`src/rtl/hs_ctrl_pkg.sv`:
```
// hs_ctrl_pkg: sequencer state type, default frame geometry and address sizing helper
// shared by the Horn-Schunck pass sequencer and its raster counters.
package hs_ctrl_pkg;

  // Sequencer phases: waiting for a start, reading passes, waiting for the last output frame
  typedef enum logic [1:0] {
    IDLE   = 2'd0,
    STREAM = 2'd1,
    DRAIN  = 2'd2
  } hs_state_e;

  localparam int IMAGE_WIDTH_DEF  = 512;
  localparam int IMAGE_HEIGHT_DEF = 256;
  localparam int IMAGE_SIZE       = IMAGE_WIDTH_DEF * IMAGE_HEIGHT_DEF;

  // Bits needed to hold every pixel offset 0 .. pixels-1 (never less than one bit)
  function automatic int addr_width(input int pixels);
    return (pixels <= 2) ? 1 : $clog2(pixels);
  endfunction

endpackage

```
`src/rtl/hs_raster_counter.sv`:
```
// hs_raster_counter: pixel offset counter in raster order. Synchronous clear to zero,
// advances when enabled, and flags the last pixel of the frame so the owner can react
// on the same cycle the counter folds back to zero.
module hs_raster_counter
  import hs_ctrl_pkg::*;
#(
  parameter int SIZE = IMAGE_SIZE,
  parameter int W    = addr_width(SIZE)
) (
  input  logic         clk,
  input  logic         reset,
  input  logic         clear,
  input  logic         enable,
  output logic [W-1:0] count,
  output logic         wrap
);

  localparam logic [W-1:0] LAST = W'(SIZE - 1);

  assign wrap = (count == LAST);

  // Step through pixel offsets, folding back to zero after the last pixel of the frame
  always_ff @(posedge clk) begin
    if (reset || clear) begin
      count <= '0;
    end else if (enable) begin
      count <= wrap ? '0 : count + W'(1);
    end
  end

endmodule

```
`src/rtl/hs_pass_sequencer.sv`:
```
// hs_pass_sequencer: drives the frame-buffer read raster for repeated Horn-Schunck passes,
// marks pixel 0 of each pass towards the datapath (delayed to match the buffer read latency),
// follows the frames coming back out of the datapath and reports completion or timeout.
// The output-frame view (io_out_valid / io_out_addr) is registered, so it describes the
// datapath pixel stream one cycle after the datapath presents it.
module hs_pass_sequencer
  import hs_ctrl_pkg::*;
#(
  parameter int IMAGE_WIDTH   = 512,
  parameter int IMAGE_HEIGHT  = 256,
  parameter int ADDR_W        = addr_width(IMAGE_WIDTH * IMAGE_HEIGHT),
  parameter int ITER_W        = 8,
  parameter int RD_LATENCY    = 1,
  parameter int DRAIN_TIMEOUT = 65535
) (
  input  logic              clk,
  input  logic              reset,
  input  logic              io_start,
  input  logic [ITER_W-1:0] io_num_iters,
  output logic              io_rd_en,
  output logic [ADDR_W-1:0] io_rd_addr,
  output logic              io_frame_sync_in,
  input  logic              io_frame_sync_out,
  output logic              io_out_valid,
  output logic [ADDR_W-1:0] io_out_addr,
  output logic [ITER_W-1:0] io_pass_idx,
  output logic              io_busy,
  output logic              io_done,
  output logic              io_error
);

  localparam int FRAME_PIXELS = IMAGE_WIDTH * IMAGE_HEIGHT;
  localparam int DRAIN_W      = $clog2(DRAIN_TIMEOUT + 1);

  hs_state_e           state;
  hs_state_e           state_next;

  logic [ITER_W-1:0]   num_iters_q;
  logic [ITER_W-1:0]   pass_idx_q;
  logic [ITER_W-1:0]   frames_seen;
  logic [DRAIN_W-1:0]  drain_cnt;
  logic [RD_LATENCY-1:0] sync_dly;

  logic [ADDR_W-1:0]   rd_addr_q;
  logic [ADDR_W-1:0]   out_addr_q;
  logic                rd_wrap;
  logic                out_wrap;
  logic                out_valid_q;
  logic                done_q;
  logic                error_q;

  logic                start_accept;
  logic                last_pass;
  logic                tracking;
  logic                sync_hit;
  logic                restart_err;
  logic                frame_end;
  logic                frames_done;
  logic                drain_timeout;
  logic                drain_exit;
  logic                done_set;
  logic                pix0_read;

  // Decode the control events that the registers below react to
  assign start_accept  = (state == IDLE) && io_start;
  assign last_pass     = (pass_idx_q == num_iters_q - ITER_W'(1));
  assign tracking      = (state != IDLE);
  assign sync_hit      = tracking && io_frame_sync_out;
  assign restart_err   = sync_hit && out_valid_q && !out_wrap;
  assign frame_end     = tracking && out_valid_q && out_wrap;
  assign frames_done   = (frames_seen == num_iters_q);
  assign drain_timeout = (state == DRAIN) && (drain_cnt == DRAIN_W'(DRAIN_TIMEOUT - 1));
  assign drain_exit    = (state == DRAIN) && (frames_done || drain_timeout);
  assign done_set      = (start_accept && (io_num_iters == '0)) || drain_exit;
  assign pix0_read     = io_rd_en && (rd_addr_q == '0);

  // Read-side raster: restarts on an accepted start, advances every STREAM cycle
  hs_raster_counter #(
    .SIZE (FRAME_PIXELS),
    .W    (ADDR_W)
  ) u_rd_counter (
    .clk    (clk),
    .reset  (reset),
    .clear  (start_accept),
    .enable (state == STREAM),
    .count  (rd_addr_q),
    .wrap   (rd_wrap)
  );

  // Output-side raster: restarts on every datapath frame sync, parked at zero when not tracking
  hs_raster_counter #(
    .SIZE (FRAME_PIXELS),
    .W    (ADDR_W)
  ) u_out_counter (
    .clk    (clk),
    .reset  (reset),
    .clear  (sync_hit || (state == IDLE) || drain_exit),
    .enable (out_valid_q),
    .count  (out_addr_q),
    .wrap   (out_wrap)
  );

  // State register
  always_ff @(posedge clk) begin
    if (reset) begin
      state <= IDLE;
    end else begin
      state <= state_next;
    end
  end

  // Next-state logic: stream passes back to back, then drain until the last frame returns
  always_comb begin
    state_next = state;
    case (state)
      IDLE: begin
        if (start_accept && (io_num_iters != '0)) begin
          state_next = STREAM;
        end
      end
      STREAM: begin
        if (rd_wrap && last_pass) begin
          state_next = DRAIN;
        end
      end
      DRAIN: begin
        if (drain_exit) begin
          state_next = IDLE;
        end
      end
      default: state_next = IDLE;
    endcase
  end

  // State-decoded outputs: read strobe only while streaming, busy in every non-IDLE state
  always_comb begin
    io_rd_en = 1'b0;
    io_busy  = 1'b0;
    case (state)
      STREAM: begin
        io_rd_en = 1'b1;
        io_busy  = 1'b1;
      end
      DRAIN: begin
        io_busy = 1'b1;
      end
      default: begin
        io_rd_en = 1'b0;
        io_busy  = 1'b0;
      end
    endcase
  end

  // Latch the requested pass count and step the pass index at each raster wrap
  always_ff @(posedge clk) begin
    if (reset) begin
      num_iters_q <= '0;
      pass_idx_q  <= '0;
    end else if (start_accept) begin
      num_iters_q <= io_num_iters;
      pass_idx_q  <= '0;
    end else if ((state == STREAM) && rd_wrap && !last_pass) begin
      pass_idx_q <= pass_idx_q + ITER_W'(1);
    end
  end

  // Delay the pixel-0 marker so it lines up with the frame-buffer read data
  always_ff @(posedge clk) begin
    if (reset) begin
      sync_dly <= '0;
    end else begin
      sync_dly[0] <= pix0_read;
      for (int i = 1; i < RD_LATENCY; i++) begin
        sync_dly[i] <= sync_dly[i-1];
      end
    end
  end

  // Follow the datapath output stream and count every frame that completes
  always_ff @(posedge clk) begin
    if (reset) begin
      out_valid_q <= 1'b0;
      frames_seen <= '0;
    end else begin
      if ((state == IDLE) || drain_exit) begin
        out_valid_q <= 1'b0;
      end else if (sync_hit) begin
        out_valid_q <= 1'b1;
      end else if (out_valid_q && out_wrap) begin
        out_valid_q <= 1'b0;
      end
      if (start_accept) begin
        frames_seen <= '0;
      end else if (frame_end && (frames_seen != '1)) begin
        frames_seen <= frames_seen + ITER_W'(1);
      end
    end
  end

  // Count cycles spent waiting for the final output frame
  always_ff @(posedge clk) begin
    if (reset || (state != DRAIN)) begin
      drain_cnt <= '0;
    end else begin
      drain_cnt <= drain_cnt + DRAIN_W'(1);
    end
  end

  // Completion pulse and sticky error flag
  always_ff @(posedge clk) begin
    if (reset) begin
      done_q  <= 1'b0;
      error_q <= 1'b0;
    end else begin
      done_q <= done_set;
      if (start_accept) begin
        error_q <= 1'b0;
      end else if (restart_err || (drain_timeout && !frames_done)) begin
        error_q <= 1'b1;
      end
    end
  end

  assign io_rd_addr       = rd_addr_q;
  assign io_frame_sync_in = sync_dly[RD_LATENCY-1];
  assign io_out_valid     = out_valid_q;
  assign io_out_addr      = out_addr_q;
  assign io_pass_idx      = pass_idx_q;
  assign io_done          = done_q;
  assign io_error         = error_q;

endmodule
```
`config.mk`:
```
export PLATFORM = sky130hd
export DESIGN_NAME = hs_pass_sequencer
export DESIGN_NICKNAME = d
export VERILOG_FILES = /design/src/rtl/hs_ctrl_pkg.sv /design/src/rtl/hs_raster_counter.sv /design/src/rtl/hs_pass_sequencer.sv
export SDC_FILE = /design/constraint.sdc
export NUM_CORES = 1
export LEC_CHECK = 0
export ABC_AREA = 1
export BUFFER_PORTS_ARGS = -buffer_cell sky130_fd_sc_hd__buf_2
export CORE_AREA = 2 2 96 121
export DETAILED_ROUTE_END_ITERATION = 7
export DIE_AREA = 0 0 98 123
export PLACE_DENSITY = 0.7
export SYNTH_ARGS = -nofsm -noshare
export SYNTH_HDL_FRONTEND = slang
export SYNTH_SLANG_ARGS = --single-unit
```
`constraint.sdc`:
```
create_clock -name clk -period 5.45 [get_ports clk]
set_input_delay 1.09 -clock clk [delete_from_list [all_inputs] [get_ports clk]]
set_output_delay 1.09 -clock clk [all_outputs]
set_load 0.02 [all_outputs]
```
Yosys cells after proc, flatten, opt, wreduce, memory -nomap -nowiden. Index checks and enable logic that the tools add are counted.

Flip-flop bits (word level): 80. Bits in latches: 0. Bits in writable memories: 0. Bits in read-only memories: 0. Bits of input ports: 12. Output and inout bits: 48. Logic and storage cells: 78. Memories kept: 0.

Add/sub/neg operators: 6. $mul: 0. Divide/modulo/power cells: 0. Magnitude comparators: 0. Equal/unequal tests: 12. Shift operators: 0. Muxes and demuxes: 10. Bitwise gates (word level): 0. Reductions and logical operators: 39.

Operators by type and width (count): $add A17 B1 Y17 const B (2); $eq A17 B17 Y1 const B (2); $mux W17 (2); $logic_and A1 B1 Y1 (17); $logic_not A17 Y1 (1); $add A16 B1 Y16 const B (1); $add A8 B1 Y8 const B (2); $eq A16 B16 Y1 const B (1); $eq A8 B8 Y1 (2); $logic_or A1 B1 Y1 (9); $logic_not A8 Y1 (1); $ne A8 B8 Y1 const B (1); $reduce_bool A8 Y1 (1); $sub A8 B1 Y8 const B (1); $mux W2 (3); $ne A2 B2 Y1 const B (3); $pmux W2 S3 (1); $reduce_or A2 Y1 (3); $mux W1 (4); $reduce_bool A2 Y1 (2); $logic_not A1 Y1 (3); $reduce_and A3 Y1 (1); $eq A2 B1 Y1 const B (1); $eq A2 B2 Y1 const B (1); other kinds (2) (2).

Depth between registers and ports, before layout.
Word-level depth: 6. Gate-level depth with buffers: 14. Depth with buffers taken out: 14.

Modules after synthesis. A second synthesis with hierarchy kept.

Cell total of the unflattened synthesis: 637. Area, all modules: 4396.7 µm².

Modules (own cells, without submodules): hs_pass_sequencer (times used 1, cells an instance 381, area each 2612.5 µm², sequential area each 920.9 µm²); hs_raster_counter (times used 2, cells an instance 128, area each 892.1 µm², sequential area each 340.3 µm²).

Worst setup path after synthesis. No wires, ideal clock.

Path kind: register -> register. Start: register u_out_counter.count[0]. End: register frames_seen[4]. Library setup time: 0.120 ns. Data arrival time: 2.148 ns. Data required time: 5.330 ns. Slack: 3.183 ns. Stages on the path, launching flop included: 14. Path buffers: 0. Period minus slack after synthesis: 2.267 ns. Path through: dfxtp_1 -> ha_1 -> nand2_1 -> nor3b_2 -> nand2_1 -> nor4_1 -> ha_1 -> nand2_1 -> inv_1 -> nand3_4 -> nor3_1 -> nand2_1 -> nand2_1 -> nor2_1.

Word-level cells in the longest chain between the ends: 3.

RTL lines: from (decl) (RTL line hs_raster_counter.sv:14) `output logic [W-1:0] count,`; from (signal assigned) (RTL line hs_raster_counter.sv:27) `count <= wrap ? '0 : count + W'(1);`; $eq A17 B17 Y1 (RTL line hs_raster_counter.sv:20) `assign wrap = (count == LAST);`; $logic_and A1 B1 Y1 (RTL line hs_pass_sequencer.sv:70) `assign frame_end = tracking && out_valid_q && out_wrap;`; $logic_and A1 B1 Y1 (RTL line hs_pass_sequencer.sv:194) `end else if (frame_end && (frames_seen != '1)) begin`; to (signal assigned) (RTL line hs_pass_sequencer.sv:195) `frames_seen <= frames_seen + ITER_W'(1);`; to (decl) (RTL line hs_pass_sequencer.sv:40) `logic [ITER_W-1:0] frames_seen;`.

Every way passes these cells. A chain may end at the register's enable or synchronous reset.

Final worst setup path. Same ends and word-level chain as after synthesis.

==> results.md <==
- Outcome: finished clean
- Cell-by-cell trace of the critical path: ha_1 > nand2_1 > nor3b_2 > nand2_1 > nor4_1 > ha_1 > nand2_1 > inv_1 > nand3_4 > nor3_1 > nand2_1 > nand2_1 > nor2_1
- Crit path buffers/inverters: 1
- Post-synthesis average cell area: 7.35 sq um
- Number of cells after detailed placement: 764
- Total non-filler cell area in the finished layout: 0.00495 sq mm
- RSZ-0062 raised after global routing: no
- Cell area after placement: 0.00466 sq mm
- Chip Height: 123 um
- Compound-cell area share of the yosys netlist: 0.117
- Core Box Area: 0.0109 sq mm
- Synthesis-to-finish area growth: 16.8%
- Count of endpoints failing setup in the final report: 0
- Most frequent standard cell in the layout excluding fill and tap cells: nand2_1
- Wire length after detailed routing: 9570 um
- Required arrival time at the worst endpoint: 5.66 ns
- Total Routing Usage GR: 0.160
- EDFF count, synth: 0
- Non-filler instance count after layout: 780
- Layout Nets: 665
- Type of the worst setup path: flip-flop to flip-flop
- Max transition margin: 0.629
- Dominant combinational cell family by area after synthesis: simple AND/OR/NAND/NOR gates
- Setup ws final: 2.95 ns
- Average routed wire per standard cell: 12.3 um
- Post-route antenna net violation count: 0
- Top Metal Used: met4
- CTS tree: yes
- Aggregate negative setup slack: 0 ns
- IO Pins: 60
- Clock buffers created by TritonCTS: 9
- CTS Buffer Depth: 2
- Peak VDD IR: 0.148 mV
- Hold buffer count at CTS: 0
- Post-layout minimum cycle time: 2.50 ns
- Leakage power of the design: 1.99 nW
- Number of global-route vias before repair: 3628
- Number of setup buffers added after CTS: 0
- Register-to-register path setup slack: 2.95 ns
- Kind of start point of the critical path: flip-flop
- Detailed route wirelength on metal2: 4810 um
- Synthesized-area fraction occupied by adder cells: 0.0383
- CP most frequent cell: nand2_1
- Total power consumption of the routed design: 1.62 mW
- Capture point of the critical path: frames_seen[4]$_SDFFE_PP0P_
- Cell variety after synth: 45
- Number of synthesis warnings: 0
- Layout cell share with drive strength beyond 1: 0.211
- Area share of and/or/nand/nor cells after synthesis: 0.334
- Most frequent cells in the layout: nand2_1 (101), dfxtp_1 (80), nor2_1 (71)
- Data arrival time of the critical path: 2.71 ns
- Width of the chip: 98 um
- Final cycle utilization of the critical path: 0.459
- Sequential-to-total area share from yosys stat: 0.378
- Crit path from: u_out_counter.count[0]$_SDFFE_PP0P_
- Cell depth of the worst hold path: 1
- Initial cell density of the core: 0.388
- Cell type of the slowest stage on the worst timing path: dfxtp_1
- Dpl ws: 2.83 ns
- Clock input transition at the sequential cells of the worst setup and hold paths: 0.06 ns
- Count of mapped cells out of synthesis: 577
- Met1 routed wirelength after detailed routing: 4090 um
- Asr flop ratio synth: 0
- Layout Utilization: 0.454
- Number of levels in the clock H-tree: 3
- Mapped cell area: 0.00424 sq mm
- Global-route wire length before repair: 15800 um
- Source of the worst register-to-register timing path: u_out_counter.count[0]$_SDFFE_PP0P_
- Number of detailed-route iterations in the first pass: 4
- Cell at the root of the clock tree: clkbuf_16
- Maximum net fanout on the critical path: 10
- Num rows: 43
- Drt drc: 0
- Total power divided by cell area: 326 mW/mm^2
- Predominant post-synthesis flop cell: dfxtp_1
- Number of cell instances on the worst register-to-register path: 13
- Number of gates resized after cts: 0
- Number of vias per cell: 5.01
- Antenna violations before repair: 0
- Weighted congestion at the end of routability-driven global placement: 0.870
- Number of maximum-capacitance violations: 0
- Setup Skew: 0.00908 ns
- Largest net degree at the start of global routing: 19
- Highest clock frequency the design can meet: 0.400 GHz
- Tightest Pin Transition: 0.554 ns
- Number of DRC markers in iteration 0: 180
- Largest incremental delay on the critical path: 0.41 ns
- Number of max-slew violations in the final report: 0
- Wire length on met3: 405 um
- Number of flip-flops and latches in the synthesized netlist: 80
- Worst min-delay path class: flip-flop to flip-flop
- Largest delay share family, worst path: simple AND/OR/NAND/NOR gates
- Stages on the worst setup path: 13
- Number of nets in the synthesized netlist: 602
- HPWL reported at the end of detailed placement: 7400 um
- Die outline area: 0.0121 sq mm
- ANT cells: 0
- Number of buffer cells added on primary ports: 59
- Num Clock Sinks: 80
- Xor and xnor area share after synthesis: 0.0578
- Reg-to-reg endpoint: frames_seen[4]$_SDFFE_PP0P_
- Fraction of synthesized area in multiplexers: 0
- Final hold slack: 0.470 ns
- Worst Setup End Kind: flip-flop
- Via Count: 3904
- GR Overflow Total: 0
- Clk_lat worst skew: 0.34 ns
- Count of endpoints failing hold in the final timing report: 0
## report_power, final
part           total, mW  internal, mW  switching, mW
clock network      0.576         0.326          0.250
logic              0.390         0.126          0.264
registers          0.649         0.613         0.0362
## state kept, by name, indices dropped and copies added, names as in the netlist
register / count
u_out_counter.count: 17
io_out_valid: 1
io_pass_idx: 8
state: 2
frames_seen: 8
io_error: 1
io_done: 1
num_iters_q: 8
io_frame_sync_in: 1
u_rd_counter.count: 17
drain_cnt: 16
## area by class of cell
type	count	area, sq um
Inverter	73	277
Sequential cell	80	1600
Multi-Input combinational cell	417	2320
Clock inverter	6	50.0
Fill cell	1110	5970
Tap cell	135	169
Timing Repair Buffer	59	295
Clock buffer	10	239
## Yosys cell counts (2+ instances only)
library cell	instances	area [sq um]
nand4_1	15	93.8
nand3b_1	2	15.0
o21ai_0	26	130
nor2_4	3	33.8
nor3_1	13	65.1
nor2_1	71	267
ha_1	13	163
nor3b_1	3	22.5
inv_2	14	52.6
a21oi_1	41	205
xnor2_1	16	140
xor2_1	12	105
nor4_1	6	37.5
nand2_2	12	75.1
a211oi_1	4	30.0
inv_1	57	214
a21oi_2	7	61.3
o21bai_1	2	15.0
nor3_2	3	30.0
dfxtp_1	80	1600
nand3_1	35	175
nand2_1	101	379
o21a_1	3	22.5
a31oi_1	3	18.8
nor2_2	10	62.6
nand3_2	4	40.0
buf_2	3	15.0
## cell families after synthesis
family / count (synthesis)
adder cells (fa/ha/maj): 13
AND/OR/NAND/NOR: 288
flip-flops: 80
buffers and inverters: 80
AO/OA/AOI/OAI: 88
XOR/XNOR: 28
## worst min-delay path by stage
stage	startpoint	end	slack [ns]
2_1_floorplan	drain_cnt[0]$_SDFF_PP0_	drain_cnt[0]$_SDFF_PP0_	0.43
3_3_place_gp	drain_cnt[0]$_SDFF_PP0_	drain_cnt[0]$_SDFF_PP0_	0.44
3_5_place_dp	drain_cnt[0]$_SDFF_PP0_	drain_cnt[0]$_SDFF_PP0_	0.47
4_1_cts	drain_cnt[0]$_SDFF_PP0_	drain_cnt[0]$_SDFF_PP0_	0.48
5_1_grt	drain_cnt[0]$_SDFF_PP0_	drain_cnt[0]$_SDFF_PP0_	0.51
6_report	drain_cnt[0]$_SDFF_PP0_	drain_cnt[0]$_SDFF_PP0_	0.47
## routing by layer
metal / track usage / vias up
li1: - / 2021
met1: 0.178 / 1790
met2: 0.291 / 75
met3: 0.0373 / 18
met4: 0.0712 / 0
met5: 0 / -
No activity file was read; power rests on OpenSTA's default activity.
